$ cat src/rtl/emern_spi_host.sv
// SPI mode-0 initiator: framed byte stream out on mosi (MSB first), miso bytes back on rx_data.
// Optional macro SPI_HOST_TIMEOUT_EN: abort a frame whose INT wait reaches TIMEOUT_CYCLES.
module emern_spi_host #(
  parameter int CLK_DIV        = 4,
  parameter int CS_GAP         = 2,
  parameter int TIMEOUT_CYCLES = 1000000
) (
  input  logic       clk,
  input  logic       rst,
  input  logic [7:0] tx_data,
  input  logic       tx_valid,
  input  logic       tx_last,
  input  logic       tx_sync,
  output logic       tx_ready,
  output logic [7:0] rx_data,
  output logic       rx_valid,
  output logic       busy,
  output logic       err,
  output logic       cs_n_out,
  output logic       sck_out,
  output logic       mosi_out,
  input  logic       miso_in,
  input  logic       int_in
);

  typedef enum logic [2:0] {IDLE, WAIT_INT, SETUP, SHIFT, NEXT, HOLD, GAP, DROP} state_t;

  state_t     state;
  logic [7:0] div_cnt;
  logic [7:0] tick_cnt;
  logic [7:0] tx_sh;
  logic [7:0] rx_sh;
  logic       last_q;
  logic [1:0] int_sync;
  logic       timed;
  logic       tick;
  logic       take;
  logic       timeout;

  assign timed = state inside {SETUP, SHIFT, HOLD, GAP};
  assign tick  = timed && (div_cnt == 8'(CLK_DIV - 1));
  assign take  = tx_ready && tx_valid;
  assign busy  = (state != IDLE);

`ifdef SPI_HOST_TIMEOUT_EN
  logic [31:0] to_cnt;

  assign timeout = (state == WAIT_INT) && !int_sync[1] &&
                   (to_cnt == 32'(TIMEOUT_CYCLES - 1));

  always_ff @(posedge clk) begin
    if (rst) begin
      to_cnt <= '0;
      err    <= 1'b0;
    end else begin
      err    <= timeout;
      to_cnt <= (state == WAIT_INT && !timeout) ? to_cnt + 32'd1 : 32'd0;
    end
  end
`else
  logic unused_timeout;

  assign timeout        = 1'b0;
  assign err            = 1'b0;
  assign unused_timeout = (TIMEOUT_CYCLES == 0);
`endif

  // NOTE: every register here uses <= so all updates in a cycle see the pre-edge values.
  always_ff @(posedge clk) begin
    // NOTE: reset is synchronous; a mid-frame reset drops CS on the very next edge.
    if (rst) begin
      state    <= IDLE;
      div_cnt  <= '0;
      tick_cnt <= '0;
      tx_sh    <= '0;
      rx_sh    <= '0;
      last_q   <= 1'b0;
      int_sync <= '0;
      tx_ready <= 1'b0;
      rx_data  <= '0;
      rx_valid <= 1'b0;
      cs_n_out <= 1'b1;
      sck_out  <= 1'b0;
      mosi_out <= 1'b0;
    end else begin
      int_sync <= {int_sync[0], int_in};
      rx_valid <= 1'b0;
      div_cnt  <= (timed && !tick) ? div_cnt + 8'd1 : 8'd0;

      case (state)
        IDLE: begin
          if (take) begin
            tx_ready <= 1'b0;
            tx_sh    <= tx_data;
            last_q   <= tx_last;
            if (tx_sync) begin
              state <= WAIT_INT;
            end else begin
              state    <= SETUP;
              cs_n_out <= 1'b0;
              mosi_out <= tx_data[7];
            end
          end else begin
            tx_ready <= 1'b1;
          end
        end

        WAIT_INT: begin
          if (int_sync[1]) begin
            state    <= SETUP;
            cs_n_out <= 1'b0;
            mosi_out <= tx_sh[7];
          end else if (timeout) begin
            // Abandon the frame; the remaining bytes are swallowed in DROP.
            tx_ready <= 1'b1;
            state    <= last_q ? IDLE : DROP;
          end
        end

        SETUP: begin
          if (tick) begin
            state    <= SHIFT;
            tick_cnt <= '0;
          end
        end

        SHIFT: begin
          if (tick) begin
            tick_cnt <= tick_cnt + 8'd1;
            if (!tick_cnt[0]) begin
              sck_out <= 1'b1;
              rx_sh   <= {rx_sh[6:0], miso_in};
            end else begin
              sck_out <= 1'b0;
              if (tick_cnt == 8'd15) begin
                rx_data  <= rx_sh;
                rx_valid <= 1'b1;
                tick_cnt <= '0;
                if (last_q) begin
                  state <= HOLD;
                end else begin
                  state    <= NEXT;
                  tx_ready <= 1'b1;
                end
              end else begin
                tx_sh    <= {tx_sh[6:0], 1'b0};
                mosi_out <= tx_sh[6];
              end
            end
          end
        end

        NEXT: begin
          // No byte offered means a stall with CS low and SCK low.
          if (take) begin
            tx_ready <= 1'b0;
            tx_sh    <= tx_data;
            last_q   <= tx_last;
            mosi_out <= tx_data[7];
            state    <= SETUP;
          end
        end

        HOLD: begin
          if (tick) begin
            cs_n_out <= 1'b1;
            state    <= GAP;
          end
        end

        GAP: begin
          if (tick) begin
            if (tick_cnt == 8'(CS_GAP - 1)) begin
              state    <= IDLE;
              tx_ready <= 1'b1;
              tick_cnt <= '0;
            end else begin
              tick_cnt <= tick_cnt + 8'd1;
            end
          end
        end

        DROP: begin
          if (take && tx_last) state <= IDLE;
        end

        default: state <= IDLE;
      endcase
    end
  end

endmodule

$ cat config.mk
export PLATFORM = sky130hd
export DESIGN_NAME = emern_spi_host
export DESIGN_NICKNAME = d
export VERILOG_FILES = /design/src/rtl/emern_spi_host.sv
export SDC_FILE = /design/constraint.sdc
export NUM_CORES = 1
export LEC_CHECK = 0
export BUFFER_PORTS_ARGS = -buffer_cell sky130_fd_sc_hd__buf_2
export CORE_MARGIN = 3
export CORE_UTILIZATION = 31
export CTS_CLUSTER_DIAMETER = 30
export DETAILED_ROUTE_END_ITERATION = 6
export PLACE_DENSITY_LB_ADDON = 0.12
export SYNTH_ARGS = -nofsm -noshare
export SYNTH_HDL_FRONTEND = slang
export SYNTH_SLANG_ARGS = --single-unit
$ cat constraint.sdc
create_clock -name clk -period 3 [get_ports clk]
set_clock_uncertainty 0.2 [all_clocks]
set_input_delay 0.15 -clock clk [delete_from_list [all_inputs] [get_ports clk]]
set_output_delay 0.15 -clock clk [all_outputs]
set_load 0.005 [all_outputs]
# Word level (Yosys, flattened, before mapping)
# Index checks and enable logic that the tools add are counted.
totals:
  regBits: 51
classes:
  addsub: 2
  eq_ne: 25
  muxes: 50
  bitwise: 4
  n_reduce_logical: 26
ops:
  columns: ["operator", "count"]
  rows:
  - ["8-bit 2-to-1 mux", 10]
  - ["3-bit 2-to-1 mux", 11]
  - ["2-bit inequality test, second input constant", 12]
  - ["3-bit one-hot mux with 8 select lines", 1]
  - ["8-bit one-hot mux with 3 select lines", 1]
  - ["1-bit 2-to-1 mux", 22]
  - ["8-bit by 1-bit adder with 8-bit output, second input constant", 2]
  - ["8-bit one-hot mux with 2 select lines", 1]
  - ["8-bit AND reduction", 2]
  - ["3-bit == test, second input constant", 4]
  - ["4-bit nonzero test", 3]
  - ["11-bit AND reduction", 1]
  - ["5-bit AND reduction", 2]
  - ["3-bit nonzero test", 3]
  - ["8-bit by 1-bit == test with 1-bit output, second input constant", 1]
  - ["8-bit by 2-bit == test with 1-bit output, second input constant", 1]
  - ["8-bit by 4-bit == test with 1-bit output, second input constant", 1]
  - ["1-bit one-hot mux with 4 select lines", 2]
  - ["4-bit AND reduction", 2]
  - ["3-bit by 2-bit == test with 1-bit output, second input constant", 2]
  - ["2-bit by 1-bit inequality test with 1-bit output, second input constant", 3]
  - ["1-bit logical AND", 4]
  - ["1-bit inverter", 4]
  - ["2-bit AND reduction", 2]
  - ["other kinds (9)", 10]

# Logic depth before layout (Yosys ltp)
# Gate-level depths: netlist of the first run.
depth:
  ltp_word: 7
  depth_mapped: 7

# Worst setup path after synthesis of the first run
# OpenSTA, ideal clock, no wires.
synth_timing:
  path_type: "reg-to-reg"
  startpoint: "register div_cnt[0]"
  endpoint: "register state[2]"
  t_arrival_ns: 1.989
  required_time_ns: 2.678
  path_slack_ns: 0.689
  path_stages_with_launch: 7
  path_buffers: 0
  period_less_slack_ns: 2.311
  cell_sequence: "dfxtp_1 > ha_1 > or3b_2 > o31ai_1 > o221ai_2 > a21o_1 > a311o_1"
synth_between:
  elab_chain_cells: 4
synth_rtl:
  columns: ["item", "line_no", "rtl"]
  rows:
  - ["from (decl)", "29", "logic [7:0] div_cnt;"]
  - ["from (signal assigned)", "88", "div_cnt <= (timed && !tick) ? div_cnt + 8'd1 : 8'd0;"]
  - ["8-bit by 2-bit == test with 1-bit output (*)", "41", "assign tick = timed && (div_cnt == 8'(CLK_DIV - 1));"]
  - ["1-bit logical AND (*)", "41", null]
  - ["2-bit inequality test (no line)", null, null]
  - ["11-bit AND reduction (no line) (*)", null, null]
  - ["to (signal assigned)", "116", "state <= last_q ? IDLE : DROP;"]
  - ["to (decl)", "28", "state_t state;"]
# Mark *: on every way between the ends. The rest lies on a longest branch, timed or not.
# A chain may end at the register's enable or synchronous reset.

# Worst setup path in the final report of the first run
# Same ends and word-level chain as after synthesis.

==> flow_summary_export.csv, run 1 <==
group,metric,value,unit
die,die-width,94.01,microns
cells_and_area,post-route-util,39.34,%
timing,max_clock_freq,391.0,MHz
logic_synthesis,ys_dominant_reg_cell,"dfxtp_1",
die,row_count,31,
logic_synthesis,yosys_warnings,0,
cells_and_area,syn_to_final_growth,20.74,%
global_routing,use_met2,19.52,%
worst_setup_path,required,3000,ps
worst_setup_path,launch_instance_of_the_worst_register_to_register_path,"div_cnt[0]$_SDFF_PP0_",
clocking,cts_tree,"built",
worst_setup_path,worst-setup-path-type,"reg -> reg",
logic_synthesis,synth_enable_flop_cells,0,
worst_setup_path,timing.critical_path.fanout_max,5,
timing,timing.final.crit_share,85.26,%
logic_synthesis,postSynth.asyncResetShare,0,%
worst_hold_path,holdCritPathClass,"in -> reg",
timing,final-setup-viol-count,0,
placement,dp_hpwl,3662,microns
global_routing,via_count_of_the_first_global_routing_pass,1852,
cells_and_area,finalNetCount,327,
placement,place.gp.congestion,0.7788,
worst_hold_path,hold_start,"rst",
timing,slew-limit-headroom,57.98,%
timing,final-max-slew-violation-count,0,
pwr,power-per-cell-area,661.3,nW/um^2
clocking,cts_setup_buffers,0,
cells_and_area,final_layout_size_suffix_gt1_share,17.42,%
route,drtIter0Drc,50,
die,design.portCount,30,
logic_synthesis,postSynthRegisterBits,51,
route,avgRoutedWirePerCell,12.71,microns
cells_and_area,stdcell_count,409,
global_routing,gr-usage-all-layers,12.42,%
clocking,cts-buffers-inserted,5,
logic_synthesis,synthesis.area,2401,sq um
timing,period_minus_slack,2558,ps
worst_setup_path,crit_path_max_incr_delay,550,ps
worst_setup_path,r2r_end,"state[2]$_SDFFE_PP0P_",
clocking,buffer_levels_on_the_longest_clock_path,2,
worst_setup_path,worst_path_max_delay_cell,"nor3b_1",
pwr,ir_drop,0.2357,mV
cells_and_area,filler_instances,765,
worst_setup_path,worstRegToRegCells,6,
die,design.core.area,7370,sq um
route,viasPerCell,4.741,
logic_synthesis,syn_nets,291,
global_routing,initial_antenna_violation_count,0,
die,die_y,94.01,microns
route,first_drt_pass_iteration_count,4,
cells_and_area,diodes,0,
route,routed_wl,5197,microns
outcome,run_status,"finished clean",
global_routing,gr-total-overflow,0,
global_routing,grt_first_pass_wirelength,8880,microns
global_routing,grt.busiest_layer,"met2",
worst_setup_path,critPathArrivalTime,2560,ps
logic_synthesis,avgSynthCellArea,8.795,sq um
timing,timing_worst_slew_pin_value,630.3,ps
die,dieArea,8837,sq um
clocking,clock_insertion_delay_worst_skew,300,ps
timing,finalHoldViolations,0,
die,start_util,32.58,%
timing,rsz_0062_raised_after_global_routing,"no",
logic_synthesis,synthesis.instances,273,
worst_setup_path,crit_path_end_kind,"flop",
pwr,static-leakage-power,1.166,nW
worst_hold_path,hold_depth,2,
worst_setup_path,start_kind,"flop",
global_routing,grt_util_met3,3.045,%
run,maxCapViolCount,0,
placement,placed_cells,389,
clocking,worst_path_clk_slew,100,ps
worst_setup_path,reg2reg_slack,440,ps
route,postRouteAntennaNets,0,
logic_synthesis,netlist_cell_types,53,
timing,final.setup.tns,0,ps
clocking,cts_sinks,51,
logic_synthesis,synth_seq_area_share,42.52,%
clocking,clock_tree.root_cell,"clkbuf_8",
global_routing,grt_start_max_net_pins,36,
route,detailed_route_via_count,1939,
global_routing,grt.met1_usage,16.85,%
route,drcViolationCount,0,
worst_hold_path,min_to,"rx_data[0]$_SDFFE_PP0P_",
worst_setup_path,cp_cell_sequence,"ha_1 -> nor3b_1 -> nand2_1 -> a211o_1 -> a21o_1 -> a311o_1",
placement,port_buffers,28,
clocking,cts_h_tree_lvls,2,
synthesized netlist by cell type, drive strengths merged, types with 3 or more instances:
master	instances	area share [%]
dfxtp	51	43
nor2	51	8.1
nand2	22	3.4
mux2i	20	8.3
clkbuf	12	1.9
o21ai	11	2.3
xnor2	9	3.3
a311oi	8	2.9
inv	8	1.3
xor2	7	2.6
a21oi	6	1.3
nand3	6	1.3
buf	5	1.1
nand4	4	1.3
nor3	4	0.83
nor4	4	1.3
and4	3	1.1
ha	3	1.6
o22ai	3	0.78
or2	3	0.78
timing repair:
action / CTS / global route
endpoints found under the hold margin: 12 / 0
hold buffers: 12 / 0
resized for setup: 0 / 0
routing by layer:
layer / wire length [microns] / up-vias
met5: 0 / -
met4: 58 / 0
met3: 193 / 5
met2: 2324 / 23
met1: 2621 / 892
li1: - / 1019
cell families after synthesis:
kind of cell               after synthesis  synth area share (%)
other                                    1                0.1562
AOI/OAI and AO/OA                       44                 14.02
xor gates and xnor gates                16                 5.837
muxes                                   20                 8.338
adders and majority gates                3                 1.563
DFF                                     51                 42.52
and+or+nand+nor                        113                 23.35
buffers and inverters                   25                 4.221
area by class of cell:
type                            instances  area (sq um)  share of cell area [%]
Sequential cell                        51          1021                   35.22
Clock buffer                            5         68.82                   2.374
Timing Repair Buffer                   46         305.3                   10.53
Clock inverter                          3         71.32                   2.460
Multi-Input combinational cell        197          1279                   44.11
Inverter                                8         30.03                   1.036
Tap cell                               99         123.9                   4.273
layout by cell type, fill, tap and decap left out, types with 2 or more instances in the layout:
cell / netlist / layout
or2_2: 2 / 2
or3_1: 2 / 2
a21oi_1: 6 / 6
nor3_1: 4 / 4
ha_1: 3 / 3
nor2_1: 50 / 50
a311oi_1: 8 / 8
o21ai_0: 11 / 11
or4_4: 2 / 2
dlygate4sd3_1: 0 / 12
nand2b_1: 2 / 2
nand4_1: 3 / 3
bufinv_16: 0 / 2
nand2_1: 22 / 22
inv_1: 8 / 8
nor4_1: 3 / 3
a21o_1: 2 / 2
o22ai_1: 3 / 3
nand3_1: 6 / 6
clkbuf_8: 0 / 5
buf_2: 3 / 28
dfxtp_1: 51 / 51
xnor2_1: 9 / 9
buf_4: 1 / 6
mux2i_1: 20 / 20
and4_1: 3 / 3
nor3b_1: 2 / 2
nor2b_1: 2 / 2
xor2_1: 7 / 7
registers in the layout (all words and copies together) (netlist names):
name / count
cs_n_out: 1
tx_ready: 1
rx_sh: 8
state: 3
rx_valid: 1
sck_out: 1
last_q: 1
tick_cnt: 8
tx_sh: 8
int_sync: 2
mosi_out: 1
rx_data: 8
div_cnt: 8
metrics by stage:
| stage | setup WS [ps] | total power [mW] | hold WS, ps | area (sq um) |
|---|---|---|---|---|
| 3_3_place_gp | 526.6 | 1.347 | 183.3 | 2639 |
| 6_report | 442.2 | 1.917 | 139.2 | 2899 |
| 2_1_floorplan | 688.7 | 1.196 | 78.18 | 2401 |
| 4_1_cts | 454.0 | 1.942 | 136.1 | 2899 |
| 3_5_place_dp | 470.1 | 1.343 | 179.7 | 2639 |
| 5_1_grt | 149.9 | 2.045 | 167.5 | 2899 |
worst max-delay path: cells and delay by family, from the launching register on:
family | cells | cell delay (ps)
DFF | 1 | 380
AOI/OAI and AO/OA | 3 | 850
and+or+nand+nor | 2 | 770
adders and majority gates | 1 | 250
where the power goes:
part	switching (mW)	internal [mW]	total, mW
combinational	0.290	0.230	0.520
sequential	0.0786	0.738	0.816
clock	0.242	0.339	0.580
total	0.610	1.31	1.92
how the worst max path moves through the flow:
stage,startpoint,to,cells past startpoint
after CTS,div_cnt[0]$_SDFF_PP0_,state[2]$_SDFFE_PP0P_,6
after detailed placement,div_cnt[0]$_SDFF_PP0_,state[2]$_SDFFE_PP0P_,6
after global placement,div_cnt[0]$_SDFF_PP0_,state[2]$_SDFFE_PP0P_,6
after floorplan,div_cnt[0]$_SDFF_PP0_,state[2]$_SDFFE_PP0P_,6
final,div_cnt[0]$_SDFF_PP0_,state[2]$_SDFFE_PP0P_,6
after global routing,div_cnt[0]$_SDFF_PP0_,tx_sh[3]$_SDFFE_PP0P_,6
Note: power is estimated with default switching activity, not from simulation.
==> run 2, diff against run 1 <==
--- a/config.mk
+++ b/config.mk
@@ -6,11 +6,12 @@
 export NUM_CORES = 1
 export LEC_CHECK = 0
 export BUFFER_PORTS_ARGS = -buffer_cell sky130_fd_sc_hd__buf_2
-export CORE_MARGIN = 3
+export CORE_MARGIN = 4
 export CORE_UTILIZATION = 31
 export CTS_CLUSTER_DIAMETER = 30
 export DETAILED_ROUTE_END_ITERATION = 6
 export PLACE_DENSITY_LB_ADDON = 0.12
+export SLEW_MARGIN = 20
 export SYNTH_ARGS = -nofsm -noshare
 export SYNTH_HDL_FRONTEND = slang
 export SYNTH_SLANG_ARGS = --single-unit
==> flow_summary_export.csv, run 2 (synthesis results as in run 1) <==
group,metric,value,unit
outcome,run_status,"finished clean",
worst_setup_path,start_kind,"flop",
cells_and_area,leading_cell_types_in_the_layout_fill_and_taps_excluded,"dfxtp_1, nor2_1, buf_2, nand2_1, mux2i_1",
die,die_y,96.01,microns
placement,port_buffers,28,
clocking,cts-buffers-inserted,5,
worst_setup_path,required,3010,ps
worst_setup_path,critPathArrivalTime,2510,ps
global_routing,grt_first_pass_wirelength,9218,microns
placement,pre_cts_ws,546.1,ps
clocking,hold_buffers,12,
timing,rsz_0062_raised_after_global_routing,"no",
clocking,cts_h_tree_lvls,2,
cells_and_area,diodes,0,
worst_setup_path,worst_setup_path_endpoint,"tx_sh[6]$_SDFFE_PP0P_",
timing,finalHoldViolations,0,
cells_and_area,syn_to_final_growth,19.91,%
route,detailed_route_via_count,1986,
pwr,ir_drop,0.2492,mV
worst_setup_path,critPathTopFamily,"compound AO/OA/AOI/OAI gates",
placement,dp_hpwl,3777,microns
clocking,buffer_levels_on_the_longest_clock_path,2,
route,drcViolationCount,0,
cells_and_area,final_layout_size_suffix_gt1_share,18.21,%
worst_setup_path,worst-setup-path-type,"reg -> reg",
cells_and_area,filler_instances,760,
worst_setup_path,worst_path_max_delay_cell,"o21bai_2",
clocking,clock_insertion_delay_worst_skew,300,ps
worst_setup_path,reg2reg_slack,500,ps
die,design.core.area,7408,sq um
worst_setup_path,timing.critical_path.fanout_max,16,
clocking,cts_sinks,51,
timing,slew-limit-headroom,56.82,%
cells_and_area,finalNetCount,330,
global_routing,via_count_of_the_first_global_routing_pass,1906,
route,avgRoutedWirePerCell,13.12,microns
timing,final-max-slew-violation-count,0,
clocking,worst_path_clk_slew,110,ps
die,row_count,31,
route,postRouteAntennaNets,0,
run,maxCapViolCount,0,
route,viasPerCell,4.820,
worst_setup_path,crit_path_max_incr_delay,550,ps
clocking,cts_tree,"built",
global_routing,gr-usage-all-layers,12.69,%
worst_setup_path,cp_cell_sequence,"ha_1 -> nor3b_1 -> nand4_1 -> o21bai_2 -> nor2_1 -> a311oi_1",
global_routing,initial_antenna_violation_count,0,
worst_setup_path,critical_path.startpoint,"div_cnt[0]$_SDFF_PP0_",
clocking,clock_tree.root_cell,"clkbuf_8",
cells_and_area,post-route-util,38.86,%
worst_setup_path,worstRegToRegCells,6,
die,design.portCount,30,
timing,finalWorstSetupSlack,499.5,ps
worst_hold_path,holdCritPathClass,"in -> reg",
die,start_util,32.41,%
global_routing,gr-total-overflow,0,
die,die-width,96.01,microns
timing,max_clock_freq,399.9,MHz
global_routing,grt_start_max_net_pins,36,
placement,place.gp.congestion,0.7987,
clocking,cts_setup_buffers,0,
worst_setup_path,timing.critical_path.depth,6,
route,first_drt_pass_iteration_count,4,
timing,period_minus_slack,2500,ps
timing,final-setup-viol-count,0,
worst_setup_path,r2r_end,"tx_sh[6]$_SDFFE_PP0P_",
timing,final.setup.tns,0,ps
pwr,static-leakage-power,1.161,nW
worst_setup_path,crit_path_end_kind,"flop",
die,dieArea,9217,sq um
pwr,power-per-cell-area,620.9,nW/um^2
clocking,ctsResizeCount,0,
worst_setup_path,critical_path_buf_inv_count,0,
timing,timing.final.crit_share,83.35,%
route,routed_wl,5407,microns
timing,timing_worst_slew_pin_value,647.7,ps
route,drtIter0Drc,81,
worst_setup_path,launch_instance_of_the_worst_register_to_register_path,"div_cnt[0]$_SDFF_PP0_",
cells_and_area,most_frequent_standard_cell_in_the_layout_excluding_fill_and_tap_cells,"dfxtp_1",
pwr,totalPowerFinal,1.787,mW
==> run 2: changes by cell type in the layout (fill, tap and decap cells not counted) <==
cell / before / now
clkinv_4: 0 / 2
bufinv_16: 2 / 0
buf_4: 6 / 9
==> run 2: cell type report <==
class / instances / area [sq um] / area share (%)
clock buffers: 5 / 68.82 / 2.390
clock inverters: 3 / 28.78 / 0.9996
inverters: 8 / 30.03 / 1.043
multi-input cells: 197 / 1279 / 44.42
flip-flops and latches: 51 / 1021 / 35.46
well taps: 99 / 123.9 / 4.302
repair buffers: 49 / 327.8 / 11.39
==> run 2: routing by layer <==
layer / up-vias / track usage [%] / share of wire, %
met4: 0 / 4.384 / 0.83
met1: 919 / 16.94 / 48
li1: 1034 / - / -
met3: 4 / 3.518 / 3.9
met5: - / 0 / 0
met2: 29 / 19.61 / 47
==> run 2: metrics by stage <==
stage                     std cells  area, sq um  hold WS (ps)
after floorplan                 273         2401         78.18
after global placement          392         2661         170.7
after detailed placement        392         2661         172.5
after CTS                       412         2879         148.6
after global routing            412         2879         170.5
final                           412         2879         148.0
==> run 2: worst min-delay path by stage <==
stage	depth (start not counted)	to	from	slack, ps
floorplan	1	int_sync[0]$_SDFF_PP0_	int_in	80
global placement	2	int_sync[0]$_SDFF_PP0_	int_in	170
detailed placement	2	int_sync[0]$_SDFF_PP0_	int_in	170
CTS	2	rx_data[1]$_SDFFE_PP0P_	rst	150
global route	2	rx_data[5]$_SDFFE_PP0P_	rst	170
finish	2	rx_data[0]$_SDFFE_PP0P_	rst	150
==> run 2: power breakdown <==
group,switching (mW),total (mW),internal [mW]
clock,0.244,0.417,0.173
sequential,0.0717,0.810,0.738
combinational,0.310,0.560,0.251
